--- config.mk ---
export PLATFORM = sky130hd
export DESIGN_NAME = alu_control_mdu
export DESIGN_NICKNAME = d
export VERILOG_FILES = /design/src/rtl/alu_control_mdu.sv
export SDC_FILE = /design/constraint.sdc
export NUM_CORES = 1
export LEC_CHECK = 0
export CORE_ASPECT_RATIO = 1.1
export CORE_MARGIN = 1.5
export CORE_UTILIZATION = 50
export DETAILED_ROUTE_END_ITERATION = 10
export PLACE_DENSITY = 0.67
export SETUP_SLACK_MARGIN = 0.5
export SLEW_MARGIN = 20
export SYNTH_ARGS = -nofsm -noshare
export SYNTH_HDL_FRONTEND = slang
export SYNTH_SLANG_ARGS = --single-unit
--- constraint.sdc ---
create_clock -name clk -period 8.7 [get_ports clk]
set_input_delay 1.74 -clock clk [delete_from_list [all_inputs] [get_ports clk]]
set_output_delay 1.74 -clock clk [all_outputs]
set_load 0.01 [all_outputs]
--- src/rtl/alu_control_mdu.sv ---
// alu_control_mdu: widened ALU control decode plus an iterative multiply/divide unit owning HI/LO.
// Decode is combinational; the MDU runs IDLE -> RUN (one bit per cycle) -> FIX (sign fix, HI/LO write).
module alu_control_mdu #(
   parameter int WIDTH  = 32,
   parameter int CTRL_W = 4
) (
   input  logic              clk,
   input  logic              rst_n,
   input  logic              valid,
   input  logic              flush,
   input  logic [1:0]        alu_op,
   input  logic [5:0]        funct,
   input  logic [WIDTH-1:0]  rs_val,
   input  logic [WIDTH-1:0]  rt_val,
   output logic [CTRL_W-1:0] alu_control,
   output logic              illegal,
   output logic              mdu_sel,
   output logic [WIDTH-1:0]  mdu_result,
   output logic              stall,
   output logic              busy
);
   localparam int CW = $clog2(WIDTH) + 1;
   typedef enum logic [1:0] {IDLE, RUN, FIX} state_t;
   state_t state;
   logic [CW-1:0] cnt;
   logic [WIDTH-1:0] hi, lo, acc, q, m, ma, mb, qr, rr;
   logic is_div, neg_res, neg_rem, dz;
   logic is_md, is_mfhi, is_mflo, accept, sa, sb;
   logic [3:0] code;
   logic [WIDTH:0] sum, sh, diff;
   logic [2*WIDTH-1:0] prod;
   always_comb begin
      code = 4'b0000;
      illegal = 1'b0;
      is_md = 1'b0;
      case (alu_op)
         2'b00: code = 4'b0010;
         2'b01: code = 4'b0110;
         2'b11: illegal = 1'b1;
         default: case (funct)
            6'b100000, 6'b100001: code = 4'b0010;
            6'b100010, 6'b100011: code = 4'b0110;
            6'b100100: code = 4'b0000;
            6'b100101: code = 4'b0001;
            6'b100110: code = 4'b0011;
            6'b100111: code = 4'b1100;
            6'b101010: code = 4'b0111;
            6'b101011: code = 4'b1111;
            6'b011000, 6'b011001, 6'b011010, 6'b011011,
            6'b010000, 6'b010001, 6'b010010, 6'b010011: is_md = 1'b1;
            default: illegal = 1'b1;
         endcase
      endcase
   end
   assign alu_control = CTRL_W'(code);
   assign is_mfhi = (alu_op == 2'b10) && (funct == 6'b010000);
   assign is_mflo = (alu_op == 2'b10) && (funct == 6'b010010);
   assign mdu_sel = valid & (is_mfhi | is_mflo);
   assign mdu_result = is_mfhi ? hi : is_mflo ? lo : '0;
   assign busy = state != IDLE;
   assign stall = valid & busy & is_md;
   assign accept = valid & ~stall & ~flush;
   assign sa = ~funct[0] & rs_val[WIDTH-1];
   assign sb = ~funct[0] & rt_val[WIDTH-1];
   assign ma = sa ? -rs_val : rs_val;
   assign mb = sb ? -rt_val : rt_val;
   assign sum = {1'b0, acc} + {1'b0, m & {WIDTH{q[0]}}};
   assign sh = {acc, q[WIDTH-1]};
   assign diff = sh - {1'b0, m};
   assign prod = {acc, q};
   assign qr = neg_res ? -q : q;
   // a zero divisor leaves the dividend magnitude in acc, so the remainder fix restores rs_val exactly
   assign rr = neg_rem ? -acc : acc;
   always_ff @(posedge clk or negedge rst_n) begin
      if (!rst_n) begin
         state <= IDLE;
         cnt <= '0;
         hi <= '0;
         lo <= '0;
         acc <= '0;
         q <= '0;
         m <= '0;
         is_div <= 1'b0;
         neg_res <= 1'b0;
         neg_rem <= 1'b0;
         dz <= 1'b0;
      end else if (flush) begin
         state <= IDLE;
         cnt <= '0;
      end else begin
         case (state)
            IDLE: if (accept && is_md) begin
               if (funct == 6'b010001) hi <= rs_val;
               if (funct == 6'b010011) lo <= rs_val;
               if (funct[5:2] == 4'b0110) begin
                  state <= RUN;
                  cnt <= '0;
                  acc <= '0;
                  m <= funct[1] ? mb : ma;
                  q <= funct[1] ? ma : mb;
                  is_div <= funct[1];
                  neg_res <= sa ^ sb;
                  neg_rem <= sa;
                  dz <= rt_val == '0;
               end
            end
            RUN: begin
               cnt <= cnt + 1'b1;
               if (cnt == CW'(WIDTH - 1)) state <= FIX;
               if (is_div) begin
                  acc <= diff[WIDTH] ? sh[WIDTH-1:0] : diff[WIDTH-1:0];
                  q <= {q[WIDTH-2:0], ~diff[WIDTH]};
               end else begin
                  acc <= sum[WIDTH:1];
                  q <= {sum[0], q[WIDTH-1:1]};
               end
            end
            FIX: begin
               state <= IDLE;
               cnt <= '0;
               if (is_div) begin
                  hi <= rr;
                  lo <= dz ? '1 : qr;
               end else {hi, lo} <= neg_res ? -prod : prod;
            end
            default: state <= IDLE;
         endcase
      end
   end
endmodule

==> reports/qor.csv <==
metric,value,unit
outcome,finished clean,
drv.max_cap_violation_count,0,
leakagePower,0.00730,uW
max_slew.worst_pin.slew,1.08,ns
buffer_ports.inserted,115,
ys.warnings.count,0,
timing.reg2reg.worst_path_depth,13,
worst_hold_path.num_cells,2,
clockRootBuffer,sky130_fd_sc_hd__clkbuf_16,
drive_gt1_share,4.26,%
synth_enable_flop_cells,0,
die_outline_area,32200,um2
timing.critical_path.required,6.96,ns
fp.dieH,188,um
async_reset_ff_share,100,%
count_of_endpoints_failing_setup_in_the_final_report,0,
syn-cell-area,15500,um2
filler_cell_count,2933,
timing.setup.critical_path_class,in2out,
initial_core_utilization,50.9,%
max_clock_skew,0.0142,ns
timing.critical_path.from_type,input pin,
worst_min_delay_path_class,reg2reg,
dieWidth,171,um
synth_ff_type,sky130_fd_sc_hd__dfrtp_1,
groute.usage.overall,33.6,%
ctsHoldBuffers,0,
vias_per_cell,6.25,
final_nets,2198,
grt_setup_unrepaired,false,
post-cts-setup-buffer-count,0,
worstPathMaxFanout,48,
worst_ep_arrival_time,4.42,ns
detail_route.wirelength,53600,um
core_area,30500,um2
route.vias.total,15500,
detail_route.first_pass.iterations,6,
num_rows,67,
seq_area_frac_synth,27.7,%
synth_area_per_cell,7.69,um2
n_antenna_cell,0,
post-route-drc-count,0,
drt.antenna.violating_nets,0,
final_period_minus_worst_setup_slack,6.16,ns
cts_tree,done,
netlist_instances,2021,
first_global_vias,14600,
design.portCount,116,
final_common_cell,sky130_fd_sc_hd__nor2_1,
numCtsBuffers,17,
antenna_violations_before_repair,1,
grt_pass1_wl,83500,um
timing.final.hold_violations,0,
fin_setup_tns,0,ns
timing.max_slew.rel_slack,27.9,%
maxSlewViolCount,0,
clockBufferDepth,2,
clkSinkCount,172,
1st_iter_drt_viols,1685,
clock_tree.htree_level_count,4,
area_delta_synth_final,12.6,%
dp_hpwl,41000,um
post_cts_resize_count,0,
post-route-util,57.4,%
synthesis.nets,2168,
cp-end-kind,output port,
worst_setup_hold_path_clk_slew,0.08,ns
yosys.cell_types.count,81,
worst_vdd_drop,159,uV
most-common-layout-cells,"238 x sky130_fd_sc_hd__nor2_1, 215 x sky130_fd_sc_hd__nand2_1, 199 x sky130_fd_sc_hd__o21ai_0",
routedWlPerCell,21.6,um
max_freq,162,MHz
ys_seq_elements,172,
gpl_congestion,0.943,
worst_skew_pair.late_latency,0.45,ns
globalRouteOverflowTotal,0,
grt_max_degree,100,
power_per_cell_area,144,nW/um2
finalCritPeriodShare,70.8,%
## path summary, 6_finish.rpt
check	endpoint	start	slack [ns]
max	illegal	funct[1]	2.54
max in group asynchronous	m[8]$_DFFE_PN0P_	rst_n	5.79
max reg2reg	acc[0]$_DFFE_PN0P_	q[31]$_DFFE_PN0P_	4.08
min reg2reg	hi[16]$_DFFE_PN0P_	hi[16]$_DFFE_PN0P_	0.48
min	hi[16]$_DFFE_PN0P_	hi[16]$_DFFE_PN0P_	0.48
min in group asynchronous	hi[20]$_DFFE_PN0P_	rst_n	1.37
## critical path, stage by stage
cell and delay (ns):
sky130_fd_sc_hd__buf_4 0.55, sky130_fd_sc_hd__clkinv_1 0.74, sky130_fd_sc_hd__or2_2 0.49, sky130_fd_sc_hd__a21oi_1 0.13, sky130_fd_sc_hd__o21ai_0 0.09, sky130_fd_sc_hd__and2_1 0.15, sky130_fd_sc_hd__clkdlybuf4s50_1 0.47
## kinds of logic after synthesis
family / synth area share (%)
simple gates: 19.6
mux: 6.97
flops: 27.7
fa+ha+maj: 5.81
compound gates: 25.2
buf+inv: 4.80
xor+xnor: 9.92
## registers in the layout, indices dropped and copies added, names as in the netlist
name,flops
q,32
neg_rem,1
cnt,6
dz,1
is_div,1
acc,32
lo,32
hi,32
state,2
m,32
neg_res,1
## area by class of cell
| type | instances | area (um2) | area share [%] |
|---|---|---|---|
| clock buffer | 18 | 439 | 2.51 |
| multi-input combinational | 1654 | 10500 | 60.1 |
| clock inverter | 14 | 148 | 0.843 |
| inverter | 71 | 267 | 1.52 |
| sequential | 172 | 4310 | 24.6 |
| timing repair buffer | 135 | 1300 | 7.43 |
| tap | 414 | 518 | 2.96 |
## power by group
group	leakage [uW]	internal [uW]	switching [uW]
Combinational	0.00470	307	465
Sequential	0.00231	857	101
Clock	0.000292	415	377
## metrics by stage
stage               hold WS, ns  total power [uW]  area, um2  worst slack (ns)  cells
floorplan                 0.439              1460      15500              3.65   2021
detailed placement        0.467              1730      16900              2.53   2446
global placement          0.457              1710      16900              2.55   2446
global route              0.508              2640      17500              2.36   2478
finish                    0.480              2520      17500              2.54   2478
CTS                       0.485              2510      17500              2.52   2478
## metal layers
layer / track usage (%) / wire, um
met3: 4.94 / 3750
met5: 0 / 0
met1: 43.6 / 22500
met2: 55.0 / 25000
met4: 15.6 / 2290
## cells in the mapped netlist, drive strengths merged (6+ instances only)
cell	number	area share, %
nand3	34	1.1
nand2b	26	1.0
xor2	73	4.1
ha	69	5.6
o41ai	15	1.0
o211ai	22	1.1
a211oi	22	1.1
a21oi	161	5.2
xnor2	103	5.8
o31ai	29	1.5
or3	14	0.56
a21o	30	1.4
a311oi	7	0.39
nor3	36	1.2
o21ai	203	6.6
nand2	215	5.2
nor2	238	5.7
o22ai	37	1.5
a31oi	20	0.80
clkbuf	106	2.6
and2	11	0.44
nand4	9	0.36
a22oi	22	1.1
mux2i	97	6.2
mux2	10	0.72
o21bai	8	0.39
inv	70	1.7
o22a	6	0.34
nor4	18	0.82
or4	14	0.72
dfrtp	172	28
buf	18	0.52
nor2b	13	0.52
and3	19	0.76
Note: power is estimated with default switching activity, not from simulation.
